**config.mk**
```make
export PLATFORM = sky130hd
export DESIGN_NAME = ps2_host_sender
export DESIGN_NICKNAME = d
export VERILOG_FILES = /design/src/rtl/ps2_host_sender.sv
export SDC_FILE = /design/constraint.sdc
export NUM_CORES = 1
export LEC_CHECK = 0
export CAP_MARGIN = 20
export CORE_MARGIN = 4
export CORE_UTILIZATION = 37
export DETAILED_ROUTE_END_ITERATION = 7
export GPL_ROUTABILITY_DRIVEN = 0
export PLACE_DENSITY = 0.52
export SYNTH_ARGS = -nofsm -noshare
export SYNTH_HDL_FRONTEND = slang
export SYNTH_SLANG_ARGS = --single-unit
export TNS_END_PERCENT = 5
```
**constraint.sdc**
```tcl
create_clock -name clk -period 6 [get_ports clk]
set_clock_uncertainty 0.15 [all_clocks]
set_input_delay 1.5 -clock clk [delete_from_list [all_inputs] [get_ports clk]]
set_output_delay 1.5 -clock clk [all_outputs]
set_load 0.02 [all_outputs]
```
**src/rtl/ps2_host_sender.sv**
```systemverilog
// ps2_host_sender
//   Host-to-device PS/2 transmitter. Sends one command byte to the keyboard:
//   clock inhibit, request-to-send, 8 data bits LSB first, odd parity, stop,
//   then samples the device acknowledge. Only open-drain enables are driven;
//   the pads belong to the top level.
//
// Ports
//   clk         system clock (shared with the PS/2 receive logic)
//   rst_n       asynchronous reset, active low
//   send        1-cycle request; din is sampled when idle
//   din[7:0]    command byte
//   busy        high from accepted send until done/error
//   done        1-cycle pulse: frame sent and ACK seen
//   error       1-cycle pulse: timeout or missing ACK
//   rx_inhibit  copy of busy; tells the scancode receiver to ignore the bus
//   ps2clk_in   raw PS/2 clock pad (asynchronous)
//   ps2dat_in   raw PS/2 data pad (asynchronous)
//   ps2clk_oe   1 = pull PS/2 clock low
//   ps2dat_oe   1 = pull PS/2 data low
module ps2_host_sender #(
  parameter int INHIBIT_CYCLES = 2800,
  parameter int TIMEOUT_CYCLES = 420000,
  parameter int FILTER_LEN     = 8
) (
  input  logic       clk,
  input  logic       rst_n,
  input  logic       send,
  input  logic [7:0] din,
  output logic       busy,
  output logic       done,
  output logic       error,
  output logic       rx_inhibit,
  input  logic       ps2clk_in,
  input  logic       ps2dat_in,
  output logic       ps2clk_oe,
  output logic       ps2dat_oe
);

  localparam int INH_W = $clog2(INHIBIT_CYCLES + 1);
  localparam int TO_W  = $clog2(TIMEOUT_CYCLES + 1);
  localparam int FL_W  = $clog2(FILTER_LEN + 1);

  localparam logic [INH_W-1:0] INH_LAST = INH_W'(INHIBIT_CYCLES - 1);
  localparam logic [TO_W-1:0]  TO_LAST  = TO_W'(TIMEOUT_CYCLES - 1);
  localparam logic [FL_W-1:0]  FL_LAST  = FL_W'(FILTER_LEN - 1);

  typedef enum logic [2:0] {
    S_IDLE,
    S_INHIBIT,
    S_RTS,
    S_SHIFT,
    S_ACK,
    S_WAITREL
  } state_t;

  function automatic logic odd_parity(input logic [7:0] d);
    return ~^d;
  endfunction

  logic            ps2clk_p0, ps2clk_p1;
  logic            ps2dat_p0, ps2dat_p1;
  logic            fclk;
  logic [FL_W-1:0] flt_cnt;
  logic            fall;

  state_t           state;
  logic [9:0]       shreg;
  logic [3:0]       bitcnt;
  logic [INH_W-1:0] inh_cnt;
  logic [TO_W-1:0]  to_cnt;
  logic             ack_ok;

  assign rx_inhibit = busy;

  // ---- stage p0/p1: pad synchronisers, clock glitch filter, fall strobe ----
  // Idle bus is high, so the synchronisers and filter come out of reset at 1
  // to avoid a spurious edge right after reset.
  always_ff @(posedge clk or negedge rst_n) begin
    if (!rst_n) begin
      ps2clk_p0 <= 1'b1;
      ps2clk_p1 <= 1'b1;
      ps2dat_p0 <= 1'b1;
      ps2dat_p1 <= 1'b1;
      fclk      <= 1'b1;
      flt_cnt   <= '0;
      fall      <= 1'b0;
    end else begin
      ps2clk_p0 <= ps2clk_in;
      ps2clk_p1 <= ps2clk_p0;
      ps2dat_p0 <= ps2dat_in;
      ps2dat_p1 <= ps2dat_p0;
      fall      <= 1'b0;
      if (ps2clk_p1 != fclk) begin
        // Accept the new level on the FILTER_LEN-th consecutive differing cycle.
        if (flt_cnt == FL_LAST) begin
          fclk    <= ps2clk_p1;
          flt_cnt <= '0;
          fall    <= ~ps2clk_p1;
        end else begin
          flt_cnt <= flt_cnt + 1'b1;
        end
      end else begin
        flt_cnt <= '0;
      end
    end
  end

  // ---- stage p2: frame sequencer with registered outputs ----
  always_ff @(posedge clk or negedge rst_n) begin
    if (!rst_n) begin
      state     <= S_IDLE;
      shreg     <= '0;
      bitcnt    <= '0;
      inh_cnt   <= '0;
      to_cnt    <= '0;
      ack_ok    <= 1'b0;
      busy      <= 1'b0;
      done      <= 1'b0;
      error     <= 1'b0;
      ps2clk_oe <= 1'b0;
      ps2dat_oe <= 1'b0;
    end else begin
      done  <= 1'b0;
      error <= 1'b0;
      case (state)
        S_IDLE: begin
          ps2clk_oe <= 1'b0;
          ps2dat_oe <= 1'b0;
          if (send) begin
            shreg     <= {1'b1, odd_parity(din), din};
            busy      <= 1'b1;
            ps2clk_oe <= 1'b1;
            inh_cnt   <= '0;
            state     <= S_INHIBIT;
          end
        end

        // Falls seen here are our own clock pull-down and are ignored.
        S_INHIBIT: begin
          if (inh_cnt == INH_LAST) begin
            inh_cnt   <= '0;
            ps2dat_oe <= 1'b1;
            state     <= S_RTS;
          end else begin
            inh_cnt <= inh_cnt + 1'b1;
          end
        end

        S_RTS: begin
          ps2clk_oe <= 1'b0;
          bitcnt    <= '0;
          to_cnt    <= '0;
          state     <= S_SHIFT;
        end

        S_SHIFT, S_ACK, S_WAITREL: begin
          if (to_cnt == TO_LAST) begin
            ps2clk_oe <= 1'b0;
            ps2dat_oe <= 1'b0;
            error     <= 1'b1;
            busy      <= 1'b0;
            to_cnt    <= '0;
            state     <= S_IDLE;
          end else begin
            to_cnt <= fall ? '0 : to_cnt + 1'b1;
            if (state == S_SHIFT) begin
              if (fall) begin
                bitcnt <= bitcnt + 1'b1;
                if (bitcnt < 4'd9) begin
                  // Falls 1..9 present d0..d7 then parity.
                  ps2dat_oe <= ~shreg[0];
                  shreg     <= {1'b0, shreg[9:1]};
                end else if (bitcnt == 4'd9) begin
                  ps2dat_oe <= 1'b0;
                end else begin
                  state <= S_ACK;
                end
              end
            end else if (state == S_ACK) begin
              // Device still holds data low here if it acknowledged.
              ack_ok <= ~ps2dat_p1;
              state  <= S_WAITREL;
            end else begin
              if (fclk && ps2dat_p1) begin
                busy  <= 1'b0;
                done  <= ack_ok;
                error <= ~ack_ok;
                state <= S_IDLE;
              end
            end
          end
        end

        default: begin
          ps2clk_oe <= 1'b0;
          ps2dat_oe <= 1'b0;
          busy      <= 1'b0;
          state     <= S_IDLE;
        end
      endcase
    end
  end

endmodule
```
[Word level (Yosys, flattened, before mapping)]
Cells that the tools add are included.
Widths: inputs -> output; s select.
Word-level totals
  bits of input ports: 13
  output and inout bits: 6
  register bits: 64
  logic and storage cells: 132
Cells by class
  mux-type cells: 56
  reduce and logical (&&, ||, !) cells: 17
  equal/unequal tests: 27
  bitwise gates (word level): 9
  add/sub/neg operators: 4
  magnitude comparators: 1
Operators by type and width (count)
  $mux 10: 5
  $mux 19: 2
  $pmux 19 s2: 1
  $mux 3: 9
  $mux 1: 25
  $mux 12: 2
  $pmux 12 s2: 1
  $mux 4: 5
  $pmux 10 s2: 1
  $add 19x1->19 const B: 1
  $eq 19x19->1 const B: 1
  $ne 4x4->1 const B: 4
  $ne 3x3->1 const B: 5
  $ne 2x2->1 const B: 7
  $add 12x1->12 const B: 1
  $eq 12x12->1 const B: 1
  $pmux 3 s4: 1
  $reduce_and 6->1: 2
  $reduce_and 5->1: 2
  $not 1->1: 9
  $pmux 1 s3: 3
  $add 4x1->4 const B: 2
  $pmux 4 s2: 1
  $reduce_and 4->1: 2
  15 further kinds: 21

[Logic depth before layout (Yosys ltp)]
Gate-level depths: netlist (run 1).
  depth in word-level cells: 7
  gate-level depth with buffers: 7

[Worst setup path after synthesis (run 1)]
Ideal clock, no wire load.
  path type: input port to flip-flop
  from: in send
  to: reg shreg[8]
  required time: 5.783 ns
  arrival time: 2.644 ns
  path buffers: 0
  slack: 3.139 ns
  cell stages on the path: 5
  cells stage by stage: nor2b_1 > nand2_1 > a21oi_2 > a21boi_4 > o221a_1
Between the ends
  longest elaborated chain between the ends: 2
RTL lines
  start, declared: line 27  | input logic send,
  $ne 2x2->1 (no source line)
  $reduce_and 6->1 (no source line)
  end signal, assigned: line 130  | shreg <= {1'b1, odd_parity(din), din};
  end signal, assigned: line 172  | shreg <= {1'b0, shreg[9:1]};
  end, declared: line 67  | logic [9:0] shreg;
Every way passes these cells.
A chain may end at the register's enable or synchronous reset.

[Worst setup path in the final report (run 1)]
Same ends and word-level chain as after synthesis.

==> summary.md, run 1 <==
| Metric | Value |
|---|---|
| Setup bufs post-CTS | 0 |
| Element type at the critical path start | input pin |
| Clk_lat worst skew | between 300 and 400 ps |
| Synth top area share | a little over two fifths |
| Synth warn | 0 |
| Endpoint type of the worst setup path | register |
| Residual DRC | 0 |
| Slew Limit Fails | 0 |
| Avg Inst Size Synth | roughly 9.5 sq um |
| Routed Antenna Nets | 0 |
| Global-route wire length before repair | between 10 and 15 mm |
| FF+latch count, synth | 64 |
| Sw Ratio | about 29% |
| Fmax | 0.293 GHz |
| Area of the multi-input gates | about 0.0017 sq mm |
| Row count | 35 |
| Max FO, Critical Path | 10 |
| Nets | ~400 |
| WL final | roughly 7.5 mm |
| Core area | around 0.009 sq mm |
| Die footprint | between 0.01 and 0.015 sq mm |
| Reg power frac | a little over half |
| Biggest area consumer among synthesized cells | dfrtp_1 |
| PortBufs | 18 |
| Post-cts gate resize count | 0 |
| Hold Path Class | register to register |
| Overflow after GRT | 0 |
| Root Buffer | clkbuf_8 |
| Top delay family on crit path | compound AO/OA/AOI/OAI gates |
| Proportion of layout cells with a drive suffix above 1 | about 8.2% |
| P&R area growth vs syn | 12.6% |
| Dominant cells by area after synthesis | dfrtp_1 (43%), nand2_1 (4.0%), dfstp_2 (3.8%) |
| Critical path required time | just over 6000 ps |
| Post-Synthesis Cell Area | between 0.003 and 0.004 sq mm |
| Critical path cell sequence | clkdlybuf4s50_1 -> nor2b_1 -> nand2_1 -> a21oi_2 -> a21boi_4 -> o221a_1 |
| Leak | ~1.5 nW |
| MaxCap Viol Count | 0 |
| Initial DRT Pass Iterations | 4 |
| Total global-route track usage | between 10% and 20% |
| Critical Path AT | approximately 3500 ps |
| Initial antenna violation count | 0 |
| Fin crit share | between 50% and 60% |
| 1st-iter DRT viols | roughly 140 |
| Slew @ Worst Pin | a little over 800 ps |
| CP peak stage delay | about 530 ps |
| Status | complete, no violations |
| Post-synth ARST share | 100% |
| Count of different cell masters after synthesis | 55 |
| Peak supply drop | between 0.0001 and 0.00015 V |
| Vias | ~2800 |
| Starting Density | roughly 38% |
| Storage element area | approximately 0.0016 sq mm |
| Clk sink count | 64 |
| Worst Path Buf+Inv | 1 |
| Vias in the first global route | around 2600 |
| PwrDens | around 280 mW/mm^2 |
| Final Hold Fails | 0 |
| Top Ports | 19 |
| Most common cell after layout, fill and taps aside | dfrtp_1 |
| H-Tree Depth | 3 |
| Chip Height | about 100 microns |
| TNS Setup | 0 ps |
| WS Path Type | input pin to register |
| Largest buffer count on any clock path | 2 |
| Slowest CP cell | clkdlybuf4s50_1 |
| Hold_buf cts | 0 |
| # diodes | 0 |
| Final setup viols | 0 |
| DR WL/cell | about 15 microns |
| RSZ-0062 raised after global routing | no |
| Hpwl dp | 5.11 mm |
| P_int | 0.772 mW |
| Largest net degree at the start of global routing | 65 |
| Final worst path period need | 3420 ps |
| Clk slew on worst S/H paths | ~60 ps |
| EDFF count, synth | 0 |
| CTS tree | done |
| Combinational group share of total power | around 17% |
| Top FF cell, synth | dfrtp_1 |
| Die width | about 100 microns |
| Post-synthesis sequential area ratio | a little under half |
| Max_slew headroom | 45.8% |
| Clock group share of total power | a little under a third |
| Util after Layout | ~43% |
| Syn Nets | between 300 and 400 |
| Net load switching power | around 0.32 mW |
| Vias per inst | roughly 5.6 |
| Commonest non-fill, non-tap cells in the layout | dfrtp_1 (59), nand2_1 (37), o21ai_0 (26) |
| FILL cells | 892 |
| CTS buffer count | 9 |
| Synth Instances | about 370 |
## layout make-up
type                       instances  share of cell area (%)
clock inverter                     1                   0.128
inverter                          13                    1.25
multi-input combinational        275                    44.3
clock buffer                      15                    4.27
tap                              111                    3.56
timing repair buffer              22                    5.26
sequential                        64                    41.3
## metal layers
layer / wire length, microns / up-vias / share of wire (%) / track usage [%]
met3: 274 / 6 / 3.7 / 3.77
met4: 73 / 0 / 0.97 / 4.59
li1: - / 1400 / - / -
met1: 3780 / 1351 / 51 / 21.2
met5: 0 / - / 0 / 0
met2: 3360 / 49 / 45 / 21.0
## power by group through the flow
stage / clock [mW] / combinational [mW] / sequential, mW
floorplan: 0 / 0.132 / 0.566
global route: 0.364 / 0.214 / 0.588
finish: 0.328 / 0.186 / 0.575
global placement: 0 / 0.184 / 0.580
CTS: 0.341 / 0.191 / 0.574
detailed placement: 0 / 0.189 / 0.581
## kinds of logic (layout without fill, tap and decap cells)
kind of cell / count (synthesis) / after routing / share of synthesized area, %
xor gates and xnor gates: 12 / 12 / 3.04
DFF: 64 / 64 / 46.5
muxes: 7 / 7 / 2.13
AOI/OAI and AO/OA: 114 / 114 / 21.6
and+or+nand+nor: 136 / 136 / 20.9
buffers and inverters: 26 / 51 / 3.69
adders and majority gates: 6 / 6 / 2.17
## cells in the mapped netlist (8+ instances only)
cell	instances
o21ai_0	26
a2bb2oi_1	8
a21oi_1	22
nand2b_1	8
nand2_1	37
o22ai_1	10
dfrtp_1	59
xnor2_1	11
a31oi_1	18
nand4_1	10
nor3_1	9
nand3_1	18
nor2_1	21
inv_1	13
## worst paths after layout
check | slack [ps] | startpoint | end | cells after the start
worst max-delay path | 2580 | send | shreg[8] | 6
min in group asynchronous | 1190 | rst_n | inh_cnt[5] | 2
max in group asynchronous | 3970 | rst_n | done | 2
worst min register to register | 210 | ps2clk_p0 | ps2clk_p1 | 0
worst min-delay path | 210 | ps2clk_p0 | ps2clk_p1 | 0
worst max register to register | 3440 | to_cnt[0] | shreg[8] | 6
## worst register-to-register path, cell delays in order (launching register included)
cell and delay (ps):
dfrtp_1 410, ha_1 260, nand4_1 290, nor4_4 470
and2_1 430, a21boi_4 170, o221a_1 270
## metrics by stage
stage                     instance area, sq um  total power [mW]  setup slack [ps]  hold slack [ps]  instances
final                                     3900              1.09              2580              206        501
after global routing                      3900              1.17              2460              213        501
after CTS                                 3900              1.11              2610              207        501
after detailed placement                  3730             0.770              2270              198        485
after global placement                    3730             0.765              2320              196        485
after floorplan                           3460             0.698              3140              195        365
## flip-flops by register name, summed over array words and instances, names as in the netlist
| register | cells |
|---|---|
| ack_ok | 1 |
| bitcnt | 4 |
| busy | 1 |
| done | 1 |
| error | 1 |
| fall | 1 |
| fclk | 1 |
| flt_cnt | 4 |
| inh_cnt | 12 |
| ps2clk_oe | 1 |
| ps2clk_p0 | 1 |
| ps2clk_p1 | 1 |
| ps2dat_oe | 1 |
| ps2dat_p0 | 1 |
| ps2dat_p1 | 1 |
| shreg | 10 |
| state | 3 |
| to_cnt | 19 |
No activity file was read; power rests on OpenSTA's default activity.
==> run 2, diff against run 1 <==
clock period = 3.3 ns   (was 6 ns; I/O delays follow)
==> run 2 against run 1 <==
  * Via count grew 1.5%
  * First-iteration DRC count grew 34%
  * Worst hold slack got worse by 6.3 ps
  * Count of clock-buffer cells in the layout decreased by 5
  * Clock power increased by 76%
  * Sequential cell count is the same
  * Final cell count rose by 0.40%
  * Sequential power rose by 81%
  * Sequential share of layout area is 0.21 points lower
  * Routed wire length hardly changed
==> summary.md, run 2 (synthesized netlist as in run 1, its figures left out) <==
| Metric | Value |
|---|---|
| Die footprint | 0.0110 sq mm (unchanged) |
| PortBufs | 18 (unchanged) |
| Initial antenna violation count | 0 (unchanged) |
| WL final | 7.49 mm (about the same) |
| Worst R2R Start | to_cnt[0] |
| DR WL/cell | 14.9 microns (-0.37%) |
| Util after Layout | 42.8% (+0.22 points) |
| Post-cts gate resize count | 0 (unchanged) |
| Reg2reg path depth | 6 (unchanged) |
| Endpoint type of the worst setup path | register |
| Root Buffer | clkbuf_8 |
| Hold Startpoint | ps2clk_p0 |
| MaxCap Viol Count | 0 (unchanged) |
| Max reg flops | 19 (unchanged) |
| Total global-route track usage | 14.3% (-0.18 points) |
| Critical Path AT | 2610 ps (-920 ps) |
| Peak supply drop | 0.000199 V (+48%) |
| P&R area growth vs syn | 13.2% |
| Chip Height | 105 microns (unchanged) |
| Largest buffer count on any clock path | 2 (unchanged) |
| Nets | 406 (+0.50%) |
| Largest net degree at the start of global routing | 39 (-40%) |
| RSZ-0062 raised after global routing | no |
| Status | complete, no violations |
| Vias | 2849 (+1.5%) |
| Reg power frac | 53.3% (+0.5 points) |
| Net load switching power | 0.599 mW (+89%) |
| Fmax | 0.393 GHz |
| Core area | 0.00915 sq mm (unchanged) |
| Hpwl dp | 5.08 mm (-0.72%) |
| CP peak stage delay | 480 ps (-50 ps) |
| Row count | 35 (unchanged) |
| WS Path Type | register to register |
| Final worst path period need | between 2000 and 3000 ps |
| Routed Antenna Nets | 0 (unchanged) |
| Reg2Reg Setup Slack | 760 ps (-2680 ps) |
| Most common cell after layout, fill and taps aside | dfrtp_1 |
| PwrDens | 500 mW/mm^2 (+79%) |
| Leak | 1.56 nW (+0.83%) |
| FILL cells | 902 (+1.1%) |
| Hold_buf cts | 0 (unchanged) |
| Biggest regs | to_cnt x19, inh_cnt x12, shreg x10 |
| Hold Path Depth | 0 (unchanged) |
| H-Tree Depth | 3 (unchanged) |
| Vias in the first global route | 2607 (-0.69%) |
| Slew Limit Fails | 0 (unchanged) |
| TNS Setup | 0 ps (unchanged) |
| Global-route wire length before repair | 12.8 mm (-1.5%) |
| P_int | 1.36 mW (+76%) |
| Clk_lat worst skew | 340 ps (about the same) |
| Proportion of layout cells with a drive suffix above 1 | 9.44% (+1.2 points) |
| Cells after DPL | 487 (+0.41%) |
| Hold Path Class | register to register |
| WHS | 200 ps (-6.28 ps) |
| CTS tree | done |
| Vias per inst | 5.66 (+1.1%) |
| Fin crit share | roughly 77% |
| Final setup viols | 0 (unchanged) |
| Final Power | 1.96 mW (+80%) |
| Slew @ Worst Pin | 759 ps (-53.8 ps) |
| Die width | 105 microns (unchanged) |
| Initial DRT Pass Iterations | 4 (unchanged) |
| Hold Path End | ps2clk_p1 |
| Reg with most FFs | to_cnt |
| Clk slew on worst S/H paths | 70 ps (about the same) |
| Commonest non-fill, non-tap cells in the layout | dfrtp_1 (59), nand2_1 (37), o21ai_0 (26) |
| Slowest CP cell | nor4_4 |
| Critical path required time | 3370 ps (-2750 ps) |
| Critical path cell sequence | ha_1 -> nand4_1 -> nor4_4 -> and2_1 -> a21boi_4 -> o221a_1 |
| CTS buffer count | 9 (unchanged) |
| Setup bufs post-CTS | 0 (unchanged) |
| Element type at the critical path start | register |
| Reg-to-Reg End | shreg[8] |
| Clock group share of total power | 29.4% (-0.8 points) |
| Overflow after GRT | 0 (unchanged) |
| Clk sink count | 64 (unchanged) |
| Final Hold Fails | 0 (unchanged) |
| # diodes | 0 (unchanged) |
| Sw Ratio | 30.6% (+1.5 points) |
| Top Ports | 19 (unchanged) |
| Finished Layout Cells | 503 (+0.40%) |
| Max_slew headroom | 49.2% (+3.4 points) |
| Max FO, Critical Path | 10 (unchanged) |
| Residual DRC | 0 (unchanged) |
| Starting Density | 37.8% (unchanged) |
| 1st-iter DRT viols | 183 (+34%) |
| Combinational group share of total power | 17.3% (+0.2 points) |
run 2: changes by cell type in the layout (fill, tap and decap cells not counted):
cell,previous run,this run
buf_12,0,1
buf_4,4,5
clkbuf_1,4,1
clkbuf_8,11,9
clkinv_2,1,4
clkinv_4,0,1
clkinvlp_4,0,1
run 2: power groups by stage:
stage / registers (mW) / clock network, mW / logic, mW
after detailed placement: 1.05 / 0 / 0.341
after global placement: 1.05 / 0 / 0.337
after global routing: 1.07 / 0.630 / 0.394
after floorplan: 1.03 / 0 / 0.239
final: 1.04 / 0.576 / 0.339
after CTS: 1.04 / 0.599 / 0.345
run 2: critical path, delay by kind of cell, from the launching register on:
kind	cells	cell delay, ps
fa+ha+maj	1	250
simple gates	3	1180
flops	1	410
compound gates	2	420
run 2: metrics by stage:
step,setup slack (ps),instance area [sq um]
2_1_floorplan,1110,3460
3_3_place_gp,736,3750
3_5_place_dp,725,3750
4_1_cts,759,3920
5_1_grt,618,3920
6_report,757,3920
run 2: per-layer routing:
metal | wire length, microns | part of all wire, % | global-route usage, % | vias to the layer above
li1 | - | - | - | 1410
met1 | 3880 | 52 | 20.8 | 1369
met2 | 3230 | 43 | 21.1 | 55
met3 | 264 | 3.5 | 2.53 | 15
met4 | 108 | 1.4 | 5.90 | 0
met5 | 0 | 0 | 0 | -
run 2: cell type report:
class | instances | area, sq um | share of cell area (%)
multi-input cells | 275 | 1730 | 44.0
flip-flops and latches | 64 | 1610 | 41.0
repair buffers | 24 | 233 | 5.94
well taps | 111 | 139 | 3.55
clock buffers | 10 | 128 | 3.26
inverters | 13 | 48.8 | 1.25
clock inverters | 6 | 36.3 | 0.926
run 2: worst max-delay path by stage:
| stage | startpoint | end | cells after the start |
|---|---|---|---|
| global route | to_cnt[0] | shreg[8] | 6 |
| detailed placement | send | shreg[3] | 6 |
| finish | to_cnt[0] | shreg[8] | 6 |
| floorplan | send | shreg[8] | 5 |
| CTS | to_cnt[0] | bitcnt[0] | 6 |
| global placement | send | shreg[8] | 6 |
==> patch (config.mk and constraints of run 2) <==
Compare `bitcnt` against `4'd9` with >= in place of ==.
--- a/src/rtl/ps2_host_sender.sv
+++ b/src/rtl/ps2_host_sender.sv
@@ -170,7 +170,7 @@
                   // Falls 1..9 present d0..d7 then parity.
                   ps2dat_oe <= ~shreg[0];
                   shreg     <= {1'b0, shreg[9:1]};
-                end else if (bitcnt == 4'd9) begin
+                end else if (bitcnt >= 4'd9) begin
                   ps2dat_oe <= 1'b0;
                 end else begin
                   state <= S_ACK;
Function: same outputs for any inputs over 10 cycles, from zero or initial values and one cycle with rst_n low; that may be too few to reach the edited logic, so the function may still have changed.
==> patch against run 2 <==
Sequential cell count stayed put; worst setup slack worse by 0.026 ns; routed wire length is 6.7% lower; cell area is 0.32% lower; count of clock-buffer cells in the layout is 1 lower; area after synthesis is 1.3% lower; highest routed layer unchanged.
Power is not compared: it rests on default switching activity, and its combinational part moved more than twofold at a synthesized area within 25%.
==> patch: results (changes against run 2) <==
| Metric | Value |
|---|---|
| Outcome | `finished, final reports clean` |
| Peak VDD IR | `0.368 mV` |
| # Post-CTS Setup Buffers | `0 (unchanged)` |
| HPWL Detailed | `4830 um (-4.8%)` |
| Placed Cells | `458 (-6.0%)` |
| Worst setup path class | `reg2reg` |
| Synth top area cells | `dfrtp_1, nand2_1, dfstp_2` |
| Worst reg2reg endpoint | `shreg[3]$_DFFE_PN0P_` |
| Filler Cells Inserted | `857 (-5.0%)` |
| DR WL/cell | `14.7 um (-1.0%)` |
| Max Root-Sink Buffers | `2 (unchanged)` |
| Post-CTS resize count | `0 (unchanged)` |
| Top cells by count, synth | `dfrtp_1, nand2_1, o21ai_0` |
| Critical Path AT | `2.64 ns (+0.03 ns)` |
| Mapped Nets | `360 (-6.3%)` |
| Least-Margin Pin Slew | `0.884 ns (+0.125 ns)` |
| Reg2reg setup slack | `0.73 ns (-0.03 ns)` |
| Initial antenna violation count | `0 (unchanged)` |
| Seq/Total Area, Yosys | `0.471 (+0.00595)` |
| First-pass GRT wire length | `12400 um (-3.1%)` |
| Via count | `2586 (-9.2%)` |
| DRT Pass-1 Iters | `4 (unchanged)` |
| Number of global-route vias before repair | `2540 (-2.6%)` |
| Largest net degree at the start of global routing | `38 (-2.6%)` |
| Total routing usage reported by global routing | `0.140 (-0.00380)` |
| Leak | `around 1.6 nW` |
| # setup viols final | `0 (unchanged)` |
| Reg2reg start | `to_cnt[0]$_DFFE_PN0P_` |
| Worst Hold Class | `reg2reg` |
| Starting DRT DRC Count | `121 (-34%)` |
| Layout net count | `379 (-6.7%)` |
| Clock Pin Slew Worst Setup and Hold Paths | `0.07 ns (about the same)` |
| Main flop type after synthesis | `dfrtp_1` |
| Netlist cell types | `53 (-3.6%)` |
| CP Max Fanout | `9 (-1)` |
| Post-synthesis cell count | `342 (-6.3%)` |
| WL final | `6990 um (-6.7%)` |
| Clk_lat worst skew | `0.34 ns (about the same)` |
| Number of buffers created by CTS | `9 (unchanged)` |
| Root Buffer | `clkbuf_8` |
| Fraction of layout cells with a size suffix above 1 | `0.148 (+0.0532)` |
-- patch: per-layer routing --
| layer | GRT usage | share of wire |
|---|---|---|
| met1 | 0.193 | 0.51 |
| met2 | 0.210 | 0.45 |
| met3 | 0.0466 | 0.039 |
| met4 | 0.0361 | 0.0087 |
| met5 | 0 | 0 |
-- patch: final cells by class --
| type | count | share of cell area |
|---|---|---|
| multi-input cells | 254 | 0.435 |
| flip-flops and latches | 64 | 0.412 |
| repair buffers | 25 | 0.0615 |
| clock inverters | 7 | 0.0183 |
| clock buffers | 9 | 0.0317 |
| inverters | 7 | 0.00673 |
| well taps | 108 | 0.0346 |
-- patch: worst min path at each step --
stage                   startpoint  slack [ns]  depth (start not counted)             endpoint
3_5_place_dp   ps2dat_p0$_DFF_PN1_        0.20                          0  ps2dat_p1$_DFF_PN1_
3_3_place_gp   ps2clk_p0$_DFF_PN1_        0.20                          0  ps2clk_p1$_DFF_PN1_
2_1_floorplan  ps2clk_p0$_DFF_PN1_        0.20                          0  ps2clk_p1$_DFF_PN1_
4_1_cts        ps2dat_p0$_DFF_PN1_        0.21                          0  ps2dat_p1$_DFF_PN1_
6_report       ps2dat_p0$_DFF_PN1_        0.21                          0  ps2dat_p1$_DFF_PN1_
5_1_grt        ps2dat_p0$_DFF_PN1_        0.21                          0  ps2dat_p1$_DFF_PN1_
-- patch: kinds of logic after synthesis --
group,Yosys count,synth area share
flops,64,0.471
buf+inv,24,0.0333
xor+xnor,15,0.0384
simple gates,124,0.190
compound gates,91,0.178
fa+ha+maj,5,0.0183
mux,19,0.0714
-- patch: power breakdown --
part	internal (W)	switching, W	total [W]
sequential	0.000953	0.000170	0.00112
clock	0.000348	0.000316	0.000664
combinational	0.000445	0.000451	0.000896
-- patch: through the flow --
stage	instance area [sq um]	power (W)	hold WS (ns)	utilization	worst slack [ns]
2_1_floorplan	3420	0.00179	0.195	-	1.04
3_3_place_gp	3710	0.00202	0.197	0.419	0.742
3_5_place_dp	3710	0.00204	0.199	0.419	0.740
4_1_cts	3910	0.00272	0.209	0.441	0.724
5_1_grt	3910	0.00291	0.213	0.441	0.593
6_report	3910	0.00268	0.208	0.441	0.731
-- patch: worst max-delay path: stages, from the launching register on --
cell and delay, ns:
dfrtp_1 0.39, ha_1 0.22, nand4_1 0.25, nor4_4 0.51, a21oi_2 0.18, a21o_1 0.39
mux2_4 0.37
